File: src/rtl/ring_osc.sv
// Digitally controlled oscillator modelling a tapped ring oscillator: clk_o is a
// registered square wave whose half-period, in clk_i cycles, is set by freq_sel_i.
module ring_osc #(
    parameter int SEL_W     = 4,
    parameter int BASE_HALF = 2,
    parameter int STEP_HALF = 1
) (
    input  logic             clk_i,
    input  logic             rst_i,
    input  logic             enable_i,
    input  logic [SEL_W-1:0] freq_sel_i,
    output logic             clk_o
);

    localparam int MAX_CODE = (1 << SEL_W) - 1;
    localparam int MAX_HALF = BASE_HALF + STEP_HALF * MAX_CODE;
    // Counter only has to reach MAX_HALF-1; keep at least one bit for MAX_HALF=1.
    localparam int CNT_W    = (MAX_HALF > 1) ? $clog2(MAX_HALF) : 1;

    localparam logic [CNT_W-1:0] BASE_M1 = CNT_W'(BASE_HALF - 1);
    localparam logic [CNT_W-1:0] STEP    = CNT_W'(STEP_HALF);

    if (BASE_HALF < 1) begin : g_bad_base
        $error("ring_osc: BASE_HALF must be at least 1");
    end
    if (STEP_HALF < 0) begin : g_bad_step
        $error("ring_osc: STEP_HALF must not be negative");
    end

    logic [CNT_W-1:0] cnt;
    logic [CNT_W-1:0] cnt_d;
    logic [SEL_W-1:0] sel_q;
    logic [SEL_W-1:0] sel_d;
    logic             clk_d;
    logic [SEL_W-1:0] code_below_max;
    logic [CNT_W-1:0] terminal;
    logic             at_terminal;

    // HALF(sel_q)-1, built from the latched code only so no input reaches clk_o
    // combinationally. MAX_CODE - sel_q is simply the bitwise inverse of sel_q.
    always_comb begin
        code_below_max = ~sel_q;
        terminal       = BASE_M1 + STEP * CNT_W'(code_below_max);
        at_terminal    = (cnt == terminal);
    end

    // NOTE: every variable driven here gets a default first, so no path leaves
    // it unassigned and no latch is inferred.
    always_comb begin
        cnt_d = cnt;
        sel_d = sel_q;
        clk_d = clk_o;
        if (!enable_i) begin
            cnt_d = '0;
            sel_d = freq_sel_i;
            clk_d = 1'b0;
        end else if (at_terminal) begin
            // Code is adopted only here, so every phase runs to full length.
            cnt_d = '0;
            sel_d = freq_sel_i;
            clk_d = ~clk_o;
        end else begin
            cnt_d = cnt + 1'b1;
        end
    end

    // NOTE: state registers use non-blocking assignments so every flop samples
    // the pre-edge values of the others, independent of statement order.
    always_ff @(posedge clk_i or posedge rst_i) begin
        if (rst_i) begin
            cnt   <= '0;
            sel_q <= '0;
            clk_o <= 1'b0;
        end else begin
            cnt   <= cnt_d;
            sel_q <= sel_d;
            clk_o <= clk_d;
        end
    end

endmodule

File: config.mk
export PLATFORM = sky130hd
export DESIGN_NAME = ring_osc
export DESIGN_NICKNAME = d
export VERILOG_FILES = /design/src/rtl/ring_osc.sv
export SDC_FILE = /design/constraint.sdc
export NUM_CORES = 1
export LEC_CHECK = 0
export CORE_ASPECT_RATIO = 1.4
export CORE_UTILIZATION = 25
export DETAILED_ROUTE_END_ITERATION = 8
export PLACE_DENSITY = 0.52
export RECOVER_POWER = 25
export SLEW_MARGIN = 20
export SYNTH_ARGS = -nofsm -noshare
export SYNTH_HDL_FRONTEND = slang
export SYNTH_SLANG_ARGS = --single-unit
export TNS_END_PERCENT = 20
File: constraint.sdc
create_clock -name clk_i -period 3.75 [get_ports clk_i]
set_input_delay 0.75 -clock clk_i [delete_from_list [all_inputs] [get_ports clk_i]]
set_output_delay 0.75 -clock clk_i [all_outputs]
set_load 0.05 [all_outputs]
; Word level (Yosys, flattened, before mapping)
; Cells that the tools add are included.
[classes]
addsub = 2
n_eq_ne = 2
muxes = 6
bitwise_logic = 2
[ops]
columns = operator, count
row1 = $mux W5, 2
row2 = $mux W4, 2
row3 = $add A1 B4 Y5 const A, 1
row4 = $add A5 B1 Y5 const B, 1
row5 = $eq A5 B5 Y1, 1
row6 = $not A4 Y4, 1
row7 = $mux W1, 2
row8 = $ne A2 B1 Y1 const B, 1
row9 = $not A1 Y1, 1
[word_totals]
regBits = 10
inputBits = 7
out_inout_bits = 1
wordCells = 15

; Depth between registers and ports, before layout
; Gate-level depths: netlist (run 1).
[depth]
word_depth = 5
depth_mapped = 6
mapped_depth_nobuf = 6

; Worst setup path before layout (run 1)
; No wires, ideal clock.
[synth_path]
path_kind = register to register
startpoint = register sel_q[0]
endpoint = register cnt[1]
setup_ns = 0.120
arrival_ns = 1.690
required_ns = 3.630
path_slack_ns = 1.940
stages_incl_launch_ff = 7
path_buffers = 0
synth_period_minus_slack_ns = 1.810
cell_sequence = dfrtp_1 -> inv_1 -> ha_1 -> xor2_1 -> a211o_1 -> a211oi_2 -> and3b_1
[synth_via]
elab_chain_len = 5
[synth_rtl]
columns = item, line_no
row1 = from (decl), 32  ; logic [SEL_W-1:0] sel_q;
row2 = from (signal assigned), 76  ; sel_q <= sel_d;
row3 = $not A4 Y4, 42  ; code_below_max = ~sel_q;
row4 = $add A1 B4 Y5, 43  ; terminal = BASE_M1 + STEP * CNT_W'(code_below_max);
row5 = $eq A5 B5 Y1, 44  ; at_terminal = (cnt == terminal);
row6 = $mux W5, 57  ; end else if (at_terminal) begin
row7 = $mux W5, 53  ; if (!enable_i) begin
row8 = net cnt_d[1], 31  ; logic [CNT_W-1:0] cnt_d;
row9 = to (signal assigned), 75  ; cnt <= cnt_d;
row10 = to (decl), 30  ; logic [CNT_W-1:0] cnt;
; The timed path passes the listed nets, and every way through them passes these cells.
; A chain may end at the register's enable or synchronous reset.

; Worst setup path in the final report (run 1)
[layout_path]
startpoint = register clk_o
endpoint = output port clk_o
[layout_lines]
columns = item, line_no
row1 = from (decl), 12  ; output logic clk_o
row2 = from (signal assigned), 77  ; clk_o <= clk_d;
; No word-level cell between the ends.

==> results of run 1 <==
report_power, final:
| group | switching, mW | internal, mW |
|---|---|---|
| combinational | 0.191 | 0.139 |
| sequential | 0.0515 | 0.147 |
| clock | 0.0387 | 0.0589 |
| total | 0.281 | 0.346 |
final timing paths:
kind                       depth (start not counted)       end     start
hold / removal                                     1    cnt[0]    cnt[0]
setup / recovery                                   1     clk_o     clk_o
setup reg to reg                                   6    cnt[1]  sel_q[0]
max in group asynchronous                          2    cnt[3]     rst_i
hold reg to reg                                    1    cnt[0]    cnt[0]
min in group asynchronous                          2  sel_q[0]     rst_i
state kept, by name, indices dropped and copies added (netlist names):
register and flops:
clk_o 1, cnt 5, sel_q 4
area by class of cell:
cell class	count	area (µm²)	area share, %
Multi-Input combinational cell	53	406.6	49.77
Sequential cell	10	250.2	30.63
Clock buffer	4	36.28	4.441
Tap cell	34	42.54	5.207
Timing Repair Buffer	7	70.07	8.576
Inverter	3	11.26	1.378
layer usage:
layer  track usage (%)  vias up  share of wire (%)  wire length (µm)
li1                  -      273                  -                 -
met1             14.41      278                 43               616
met2             17.43       12                 53               757
met3             1.719        2                2.5                36
met4             6.985        0                1.2                17
met5                 0        -                  0                 0
cells by family (layout without fill, tap and decap cells):
| kind of cell | after synthesis | count (layout) |
|---|---|---|
| AO/OA/AOI/OAI | 22 | 22 |
| AND/OR/NAND/NOR | 20 | 20 |
| flip-flops | 10 | 10 |
| XOR/XNOR | 8 | 8 |
| buffers and inverters | 5 | 14 |
| adder cells (fa/ha/maj) | 2 | 2 |
| multiplexers | 1 | 1 |
layout by cell type, fill, tap and decap left out, drive strengths merged, types with 2 or more instances in the layout:
| cell | instances |
|---|---|
| a41oi | 4 |
| and3b | 2 |
| clkbuf | 4 |
| clkdlybuf4s50 | 6 |
| dfrtp | 10 |
| ha | 2 |
| inv | 3 |
| nand2b | 3 |
| nand3 | 2 |
| nand4bb | 2 |
| nor2b | 4 |
| nor3b | 3 |
| o211ai | 8 |
| o21a | 2 |
| o21ai | 6 |
| xnor2 | 3 |
| xor2 | 5 |
==> flow_summary.toml, run 1 <==
[floorplan]
start_util_pct = 27.36
io_pins = 8
die_w_um = 45.94
die_h_um = 63.51
std_cell_rows = 21
dieArea_um2 = 2917
core_area_um2 = 2470

[synth]
synth-simple-area-share_pct = 20.56
synth_mux_area_share_pct = 1.481
synth_warnings = 0
ys.flop_type = "dfrtp_1"
synthArstFlopShare_pct = 100.0
synth_top_family_by_area = "compound AO/OA/AOI/OAI gates"
synthAdderAreaFrac_pct = 3.704
netlist_instances = 68
yosys-top-cells-count = "dfrtp_1 (10), o211ai_1 (8), o21ai_0 (6)"
synth_xor_area_share_pct = 10.37
synth_area_um2 = 675.6
synth_cell_types = 25
synth_most_common_cell = "dfrtp_1"
synth_seq_cells = 10
syn_area_per_cell_um2 = 9.936
yosysTopAreaCell = "dfrtp_1"
synth_edf_count = 0
synth-seq-area-share_pct = 37.04
synth_top_area_share_pct = 37.04
synth_nets = 77
synth_compound_area_share_pct = 24.07
synth.area.top_cells = "dfrtp_1 (37%), o211ai_1 (8.9%), xor2_1 (6.5%), a41oi_1 (5.2%), o21ai_0 (4.4%)"

[power]
leakagePower_nw = 0.3149
fin_total_pwr_mw = 0.6264
irDropWorstVdd_v = 0.0003470
powerDensity_nw_per_um2 = 766.7

[clocking]
clk_pin_slew_ps = 60
cts_tree = "done"
cts_buffers = 3
cts_hold_buf = 0
post_cts_buffers = 0
cts_resized = 0
clk-insertion-delay-late_ps = 270
root_buffer = "clkbuf_4"
clock-sinks = 10
h-tree-depth = 1
cts_max_path_buffers = 2

[critical_path]
critPathRequiredTime_ps = 3000
worstSetupPathType = "register to primary output"
critical_path_arrival_ps = 1430
critical-path-top-delay-family = "buffers and inverters"
cp_num_buf_inv = 1
slowest_stage = "clkdlybuf4s50_1"
crit_path_max_fanout = 3
r2r_slack_ps = 1730
critPathMaxStageDelay_ps = 810
end_kind = "primary output"
start_kind = "register"
path_cells = "clkdlybuf4s50_1"

[timing]
finalHoldViolCount = 0
fmax_ghz = 0.4589
max_slew_margin_pct = 62.66
drv_slew = 0
finalSetupViolations = 0
tightest_slew_ps = 558.3
period_needed_ps = 2179
finClkSkew_ps = 10.46
fin_setup_tns_ps = 0
fin_crit_sh_pct = 58.11
grt_setup_unrepaired = "no"
whs_ps = 522.4
fin_ws_ps = 1571

[finish]
fin_area_um2 = 817.0
fill_cells = 263
drive_gt1_share_pct = 9.091
diodes = 0
nets = 87
fin_cells = 111
postLayoutCoreUtil_pct = 33.08
syn_to_final_growth_pct = 20.93

[grt]
grt_pass1_vias = 516
grt_pass1_wl_mm = 2.449
overflow = 0
antenna_found_initial = 0
grt_usage_pct = 11.41
grt_max_degree = 20

[route]
vias = 565
antenna_left = 0
wire_per_inst_um = 12.86
drcViolationCount = 0
dr.pass1.iters = 4
avgViaCountPerCell = 5.090
wirelength_mm = 1.427
dr.first_iter.drc_count = 13

[place]
gp_congestion = 0.7707
hpwl_mm = 1.048
portBuffers = 7
place_area_um2 = 780.7
dp.cells = 107
dp_slack_ps = 1640

[min_path]
hp-class = "register to register"

[outcome]
outcome = "completed"

[job]
cap_violations = 0
No activity file was read; power rests on OpenSTA's default activity.
==> inputs of run 2 (changes only) <==
PLACE_DENSITY = 0.53   (was 0.52)
clock period = 1.8 ns   (was 3.75 ns; I/O delays follow)
==> run 2 against run 1 <==
Largest power group unchanged. Sequential power up 110%. Routed wire length is 2.9% higher. Non-clock buffer count rose by 7. Clock power rose by 110%. Core utilization grew 3.6 points. Combinational power increased to 2.8 times the previous value. Largest cell class unchanged. Global-route usage increased by 1.0 points.
==> flow_summary.toml, run 2 (synthesized netlist as in run 1, its figures left out) <==
[timing]
period_needed_ps = 1699
grt_setup_unrepaired = "yes"
drv_slew = 0
tightest_slew_ps = 419.8
finClkSkew_ps = 0.9645
fmax_ghz = 0.5888
whs_ps = 496.2
finalHoldViolCount = 0
finalSetupViolations = 0
max_slew_margin_pct = 71.72
fin_crit_sh_pct = 94.36

[clocking]
cts_hold_buf = 0
root_buffer = "clkbuf_4"
h-tree-depth = 1
clock-sinks = 10
cts_max_path_buffers = 2
cts_buffers = 3
cts_tree = "done"
clk-insertion-delay-late_ps = 270
clk_pin_slew_ps = 70

[critical_path]
critical_path_arrival_ps = 1860
cp_num_buf_inv = 2
reg2reg_to = "cnt[0]"
cp.depth = 7
critical-path-top-delay-family = "compound AO/OA/AOI/OAI gates"
critPathMaxStageDelay_ps = 360
crit_path_max_fanout = 5
r2r_slack_ps = 100
worstSetupPathType = "register to register"
rr_worst_depth = 7
end_kind = "register"
slowest_stage = "dfrtp_1"
path_cells = "inv_2 > ha_4 > xor2_1 > a211o_1 > a211oi_4 > buf_4 > nor3b_1"
r2r_start = "sel_q[1]"
start_kind = "register"
critPathRequiredTime_ps = 1960

[floorplan]
io_pins = 8
core_area_um2 = 2470
start_util_pct = 27.36
die_w_um = 45.94
dieArea_um2 = 2917
std_cell_rows = 21
die_h_um = 63.51

[finish]
largest_reg_flops = 5
regArea_um2 = 250.2
diodes = 0
syn_to_final_growth_pct = 34.07
postLayoutCoreUtil_pct = 36.68
drive_gt1_share_pct = 23.81
largest-register = "cnt"
fill_cells = 262
nets = 94
multi_input_area_um2 = 445.4
layout_commonest_cell = "dfrtp_1"
most-common-layout-cells = "dfrtp_1 (10), o211ai_1 (8), buf_4 (8), o21ai_0 (6)"
top_regs = "cnt: 5 flops, sel_q: 4 flops, clk_o: 1 flops"

[route]
drcViolationCount = 0
wirelength_mm = 1.469
avgViaCountPerCell = 4.932
dr.first_iter.drc_count = 5
wire_per_inst_um = 12.45
dr.pass1.iters = 4
vias = 582
antenna_left = 0

[job]
cap_violations = 0

[place]
portBuffers = 7
hpwl_mm = 1.167
gp_congestion = 0.7487

[grt]
grt_pass1_vias = 579
grt_pass1_wl_mm = 2.601
antenna_found_initial = 0
grt_max_degree = 14
grt_usage_pct = 12.42
overflow = 0

[power]
powerDensity_nw_per_um2 = 1705
leakagePower_nw = 0.3567
p_sw_share_pct = 43.49
irDropWorstVdd_v = 0.0007877
combPwrFrac_pct = 60.0
fin_total_pwr_mw = 1.544
p_int_mw = 0.8727
p_sw_mw = 0.6715
pwr-share-seq_pct = 26.8
clkPwrFrac_pct = 13.3

[outcome]
outcome = "completed"

[min_path]
hp-class = "primary input to async pin"
-- run 2: cell count changes in the layout (fill, tap and decap cells not counted), sizes merged --
| cell | change |
|---|---|
| clkdlybuf4s50 | -1 |
| buf | +8 |
-- run 2: how the worst max path moves through the flow --
stage	startpoint	end	slack, ps
floorplan	sel_q[0]	cnt[1]	30
global placement	sel_q[0]	cnt[4]	8
detailed placement	sel_q[0]	cnt[1]	-3
CTS	sel_q[1]	cnt[0]	0.4
global route	sel_q[0]	cnt[1]	-10
finish	sel_q[1]	cnt[0]	100
-- run 2: power by group through the flow --
stage	logic, mW	clock network (mW)	registers [mW]
2_1_floorplan	0.535	0	0.428
3_5_place_dp	0.824	0	0.411
5_1_grt	1.02	0.219	0.435
3_3_place_gp	0.824	0	0.409
4_1_cts	0.877	0.212	0.404
6_report	0.926	0.205	0.413
-- run 2: cell type report --
| class | instances | share of cell area (%) |
|---|---|---|
| Sequential cell | 10 | 27.62 |
| Inverter | 3 | 1.243 |
| Timing Repair Buffer | 14 | 13.26 |
| Multi-Input combinational cell | 53 | 49.17 |
| Clock buffer | 4 | 4.006 |
| Tap cell | 34 | 4.696 |
-- run 2: metrics by stage --
stage	area, µm²	TNS, ps	worst slack [ps]	std cells
after global placement	823.3	0	8.447	112
after detailed placement	823.3	-5.453	-2.953	112
after floorplan	683.2	0	28.25	68
after CTS	882.1	0	0.4428	119
final	905.9	0	101.5	118
after global routing	905.9	-11.29	-9.967	118
-- run 2: what timing repair did --
item,4_1_cts,5_1_grt
buffers inserted,3,0
resized for setup,0,7
pin swaps,3,3
setup endpoints to repair,2,10
endpoints found under the hold margin,0,0
-- run 2: per-layer routing --
metal / global-route usage [%] / wire [µm] / vias up
li1: - / - / 289
met1: 15.44 / 649 / 277
met2: 19.19 / 746 / 12
met3: 1.719 / 23 / 4
met4: 7.721 / 48 / 0
met5: 0 / 0 / -
==> RTL change 1, RTL diff (settings of run 2) <==
The parameter `BASE_HALF` goes from 2 to 1.
--- a/src/rtl/ring_osc.sv
+++ b/src/rtl/ring_osc.sv
@@ -2,7 +2,7 @@
 // registered square wave whose half-period, in clk_i cycles, is set by freq_sel_i.
 module ring_osc #(
     parameter int SEL_W     = 4,
-    parameter int BASE_HALF = 2,
+    parameter int BASE_HALF = 1,
     parameter int STEP_HALF = 1
 ) (
     input  logic             clk_i,
Check against the original RTL: not equivalent (Yosys sat finds a counterexample within 4 cycles, from zero or initial values and one cycle with rst_i high).
==> RTL change 1 against run 2 <==
- cell area decreased by 41%
- sequential power decreased by 38%
- count of clock-buffer cells in the layout unchanged
- sequential cell count decreased by 1
- synthesized area decreased by 38%
- setup slack improved by 310 ps
- power decreased by 66%
- routed wire length decreased by 54%
==> RTL change 1: results (changes against run 2) <==
stage,metric,value,unit,change
status,status,"finished, final reports clean",,
layout,layout cells sized above 1,0.268,,+0.0302
synth,Synth area leaders,"dfrtp_1 (54%), mux2_4 (14%), xor2_1 (11%), xnor2_1 (4.2%), ha_1 (3.0%)",,
synth,synth unique cells,12,,-52%
timing,max frequency,721,MHz,+22%
global_routing,largest net degree at the start of global routing,10,,-4
clock_network,postcts setup bufs,0,,-3
synth,fraction of the mapped netlist area in adder cells,0.0300,,-0.00701
clock_network,worst skew pair latency,250,ps,-20 ps
detailed_routing,drt first pass iters,2,,-2
global_routing,met3 Resource Use GR,0.0310,,+0.0138
global_routing,met2 Use GR,0.128,,-0.0639
global_routing,GR Util All Layers,0.0886,,-0.0356
synth,post-synthesis xor/xnor area fraction,0.147,,+0.0434
synth,Synth Net Count,38,,-51%
synth,post-synthesis mux area share,0.144,,+0.129
layout,Layout Nets,50,,-47%
detailed_routing,met3 wire length,36,µm,+57%
setup_path,R2R cell count,4,,-3
global_routing,met1 Use GR,0.102,,-0.0527
power_and_ir_drop,sw frac,0.271,,-0.164
detailed_routing,1st-iter DRT viols,3,,-2
setup_path,r2r setup slk,410,ps,+310 ps
detailed_routing,final WL,681,µm,-54%
synth,sequential element share of the synthesized area,0.541,,+0.170
setup_path,Setup crit end,sel_q[3],,
setup_path,WP data arrival,1520,ps,-340 ps
layout,Fillers,170,,-35%
timing,Worst-Margin Slew,339,ps,-80.8 ps
placed_design,GP Congestion,0.672,,-10%
detailed_routing,routed wl met2,325,µm,-56%
layout,Regs by FF count,"cnt: 4 flops, sel_q: 4 flops, clk_o: 1 flops",,
worst_hold_path,Tightest Hold Check Type,register to register,,
placed_design,pre-CTS setup slack,350,ps,+353 ps
power_and_ir_drop,Lkg Pwr,0.000258,µW,-28%
synth,Compound-Gate Fraction of Synth Area,0,,-0.241
power_and_ir_drop,worst vdd ir,0.412,mV,-48%
detailed_routing,vias per inst,4.05,,-18%
RTL change 1: power groups by stage:
stage	Clock [µW]	Combinational, µW	Sequential (µW)
floorplan	0	79.6	265
global placement	0	119	258
detailed placement	0	121	259
CTS	155	123	255
global route	171	133	258
finish	148	120	254
RTL change 1: worst max-delay path: stages, from the launching register on:
cell and delay [ps]:
dfrtp_1 410, xor2_1 180, nand4_2 180, nand2_4 180, mux2_4 320
RTL change 1: metrics by stage:
stage	total power (µW)	area, µm²	hold slack, ps	std cells
detailed placement	381	508	509	56
CTS	533	534	382	60
floorplan	344	417	188	30
global route	563	534	529	60
finish	523	534	505	60
global placement	377	508	509	56
RTL change 1: area by class of cell:
cell class / count / area [µm²] / area share
Multi-Input combinational cell: 20 / 188 / 0.351
Clock buffer: 4 / 26.3 / 0.0492
Sequential cell: 9 / 225 / 0.422
Tap cell: 19 / 23.8 / 0.0445
Timing Repair Buffer: 7 / 67.6 / 0.126
Inverter: 1 / 3.75 / 0.00703
==> RTL change 2, RTL diff (config.mk and constraints of run 2) <==
Without the edit above. Register the inputs `enable_i` and `freq_sel_i` before use, without a reset. The logic sees them one clock later. Comments in the files are not updated.
--- a/src/rtl/ring_osc.sv
+++ b/src/rtl/ring_osc.sv
@@ -19,6 +19,14 @@
 
     localparam logic [CNT_W-1:0] BASE_M1 = CNT_W'(BASE_HALF - 1);
     localparam logic [CNT_W-1:0] STEP    = CNT_W'(STEP_HALF);
+
+    logic enable_q;
+    logic [SEL_W-1:0] freq_sel_q;
+
+    always_ff @(posedge clk_i) begin
+        enable_q   <= enable_i;
+        freq_sel_q <= freq_sel_i;
+    end
 
     if (BASE_HALF < 1) begin : g_bad_base
         $error("ring_osc: BASE_HALF must be at least 1");
@@ -50,14 +58,14 @@
         cnt_d = cnt;
         sel_d = sel_q;
         clk_d = clk_o;
-        if (!enable_i) begin
+        if (!enable_q) begin
             cnt_d = '0;
-            sel_d = freq_sel_i;
+            sel_d = freq_sel_q;
             clk_d = 1'b0;
         end else if (at_terminal) begin
             // Code is adopted only here, so every phase runs to full length.
             cnt_d = '0;
-            sel_d = freq_sel_i;
+            sel_d = freq_sel_q;
             clk_d = ~clk_o;
         end else begin
             cnt_d = cnt + 1'b1;
Check against the original RTL: not equivalent (Yosys sat finds a counterexample within 4 cycles, from zero or initial values and one cycle with rst_i high).
==> RTL change 2 against run 2 <==
- routed wire length up 13%
- worst hold slack worse by 95 ps
- power up 10%
- sequential cell count up 5
- synthesized area up 15%
- first-iteration DRC count rose to 3.0 times the old value
- setup slack worse by 51 ps
- non-clock buffer count up 1
- cell area up 12%
- count of clock-buffer cells in the layout unchanged
- largest power group unchanged
==> RTL change 2: results (changes against run 2) <==
stage,metric,value,unit,change
status,status,"finished, final reports clean",,
layout,Regs by FF count,"cnt: 5 flops, freq_sel_q: 4 flops, sel_q: 4 flops",,
global_routing,met2 Use GR,0.205,,+0.0136
clock_network,Clock Tree Buf Depth,2,,unchanged
synth,synth unique cells,26,,+4.0%
setup_path,R2R cell count,6,,-1
placed_design,pre-CTS setup slack,7.33,ps,+10.3 ps
layout,ANT cells,0,,unchanged
setup_path,Worst R2R Start,sel_q[0],,
detailed_routing,met1 wire length,755,µm,+16%
global_routing,met1 Use GR,0.135,,-0.0190
detailed_routing,drt first pass iters,5,,+1
detailed_routing,final WL,1660,µm,+13%
synth,sequential element share of the synthesized area,0.452,,+0.0812
placed_design,Post-DP Area,942,µm²,+14%
placed_design,Post-DP HPWL,1210,µm,+4.1%
layout,Layout Nets,100,,+6.4%
detailed_routing,via count,598,,+2.7%
setup_path,"Worst Path Class, Setup",register to register,,
worst_hold_path,Tightest Hold Check Type,primary input to asynchronous set/reset pin,,
synth,Synth area leaders,"dfrtp_1 (32%), dfxtp_1 (13%), o211ai_1 (7.7%), xor2_1 (5.6%), a41oi_1 (4.5%)",,
clock_network,H-tree lvl count,1,,unchanged
global_routing,GR Util All Layers,0.117,,-0.00733
detailed_routing,top layer in use,met4,,
clock_network,"Clk pin slew, worst setup/hold paths",60,ps,
placed_design,port buffer count,7,,unchanged
global_routing,met3 Resource Use GR,0.0133,,-0.00386
synth,Post-synth top cells,"dfrtp_1 (10), o211ai_1 (8), o21ai_0 (6)",,
detailed_routing,routed wl met2,843,µm,+13%
timing,fin crit period,1750,ps,+51.2 ps
global_routing,initial antenna violation count,0,,unchanged
synth,Synth Net Count,82,,+6.5%
setup_path,Slowest Stage Delay on Critical Path,380,ps,+20 ps
detailed_routing,met3 wire length,29,µm,+26%
global_routing,first-pass GRT wire length,2920,µm,+12%
global_routing,largest net degree at the start of global routing,20,,+6
clock_network,worst skew pair latency,240,ps,-30 ps
setup_path,Setup crit end,sel_q[0],,
global_routing,vias in the first global route,641,,+11%
placed_design,GP Congestion,0.795,,+6.2%
placed_design,Cell Count Post-Placement,122,,+8.9%
synth,Async SR Flop Fraction,0.667,,-0.333
detailed_routing,vias per inst,4.71,,-4.5%
synth,cells after synthesis,73,,+7.4%
clock_network,CTS Buf Count,3,,unchanged
setup_path,Slowest cell on crit path,dfrtp_1,,
timing,Max Clock Skew,2.60,ps,+1.64 ps
synth,Ys Warns,0,,unchanged
setup_path,"CP delay by family, top",compound AO/OA/AOI/OAI gates,,
setup_path,r2r setup slk,50,ps,-50 ps
layout,layout cells sized above 1,0.211,,-0.0270
power_and_ir_drop,worst vdd ir,0.803,mV,+2.0%
clock_network,root buf cell,clkbuf_8,,
layout,Fillers,300,,+15%
detailed_routing,1st-iter DRT viols,15,,+10
timing,Worst-Margin Slew,611,ps,+191 ps
setup_path,WP data arrival,1900,ps,+40 ps
power_and_ir_drop,Lkg Pwr,0.000400,µW,+12%
setup_path,worst-path maximum fanout,4,,-1
[RTL change 2: changes by cell type after synthesis]
cell     change
dfxtp_1      +5
[RTL change 2: final cells by class]
cell class	count	area [µm²]	area share
timing repair buffer	15	128	0.126
multi-input combinational	53	432	0.426
inverter	3	11.3	0.0111
sequential	15	350	0.346
tap	37	46.3	0.0457
clock buffer	4	45.0	0.0445
[RTL change 2: timing repair]
action | 4_1_cts | 5_1_grt
buffers inserted | 1 | 0
gates cloned | 0 | 0
endpoints found under the setup margin | 3 | 9
gates resized for setup | 0 | 4
pin swaps | 2 | 3
hold buffers | 0 | 0
[RTL change 2: power breakdown]
part	internal, µW	switching [µW]	leakage [µW]
Combinational	443	478	0.000208
Clock	156	113	0.0000228
Sequential	421	91.8	0.000170
Total	1020	683	0.000400
[RTL change 2: through the flow]
step | TNS [ps] | power (µW)
6_report | 0 | 1700
5_1_grt | -152 | 1830
4_1_cts | 0 | 1670
3_5_place_dp | 0 | 1370
3_3_place_gp | 0 | 1370
2_1_floorplan | 0 | 1060
[RTL change 2: cells by family after synthesis]
family	Yosys count	share of synthesized area
buffers and inverters	5	0.0242
XOR/XNOR	8	0.0903
AND/OR/NAND/NOR	20	0.179
adder cells (fa/ha/maj)	2	0.0323
flip-flops	15	0.452
AO/OA/AOI/OAI	22	0.210
multiplexers	1	0.0129
[RTL change 2: worst min-delay path by stage]
stage	depth (start not counted)	startpoint	endpoint	slack (ps)
6_report	2	rst_i	sel_q[2]	400
5_1_grt	2	rst_i	clk_o	480
4_1_cts	2	rst_i	clk_o	420
3_5_place_dp	2	freq_sel_q[1]	sel_q[1]	490
3_3_place_gp	2	freq_sel_q[3]	sel_q[3]	480
2_1_floorplan	1	rst_i	clk_o	200
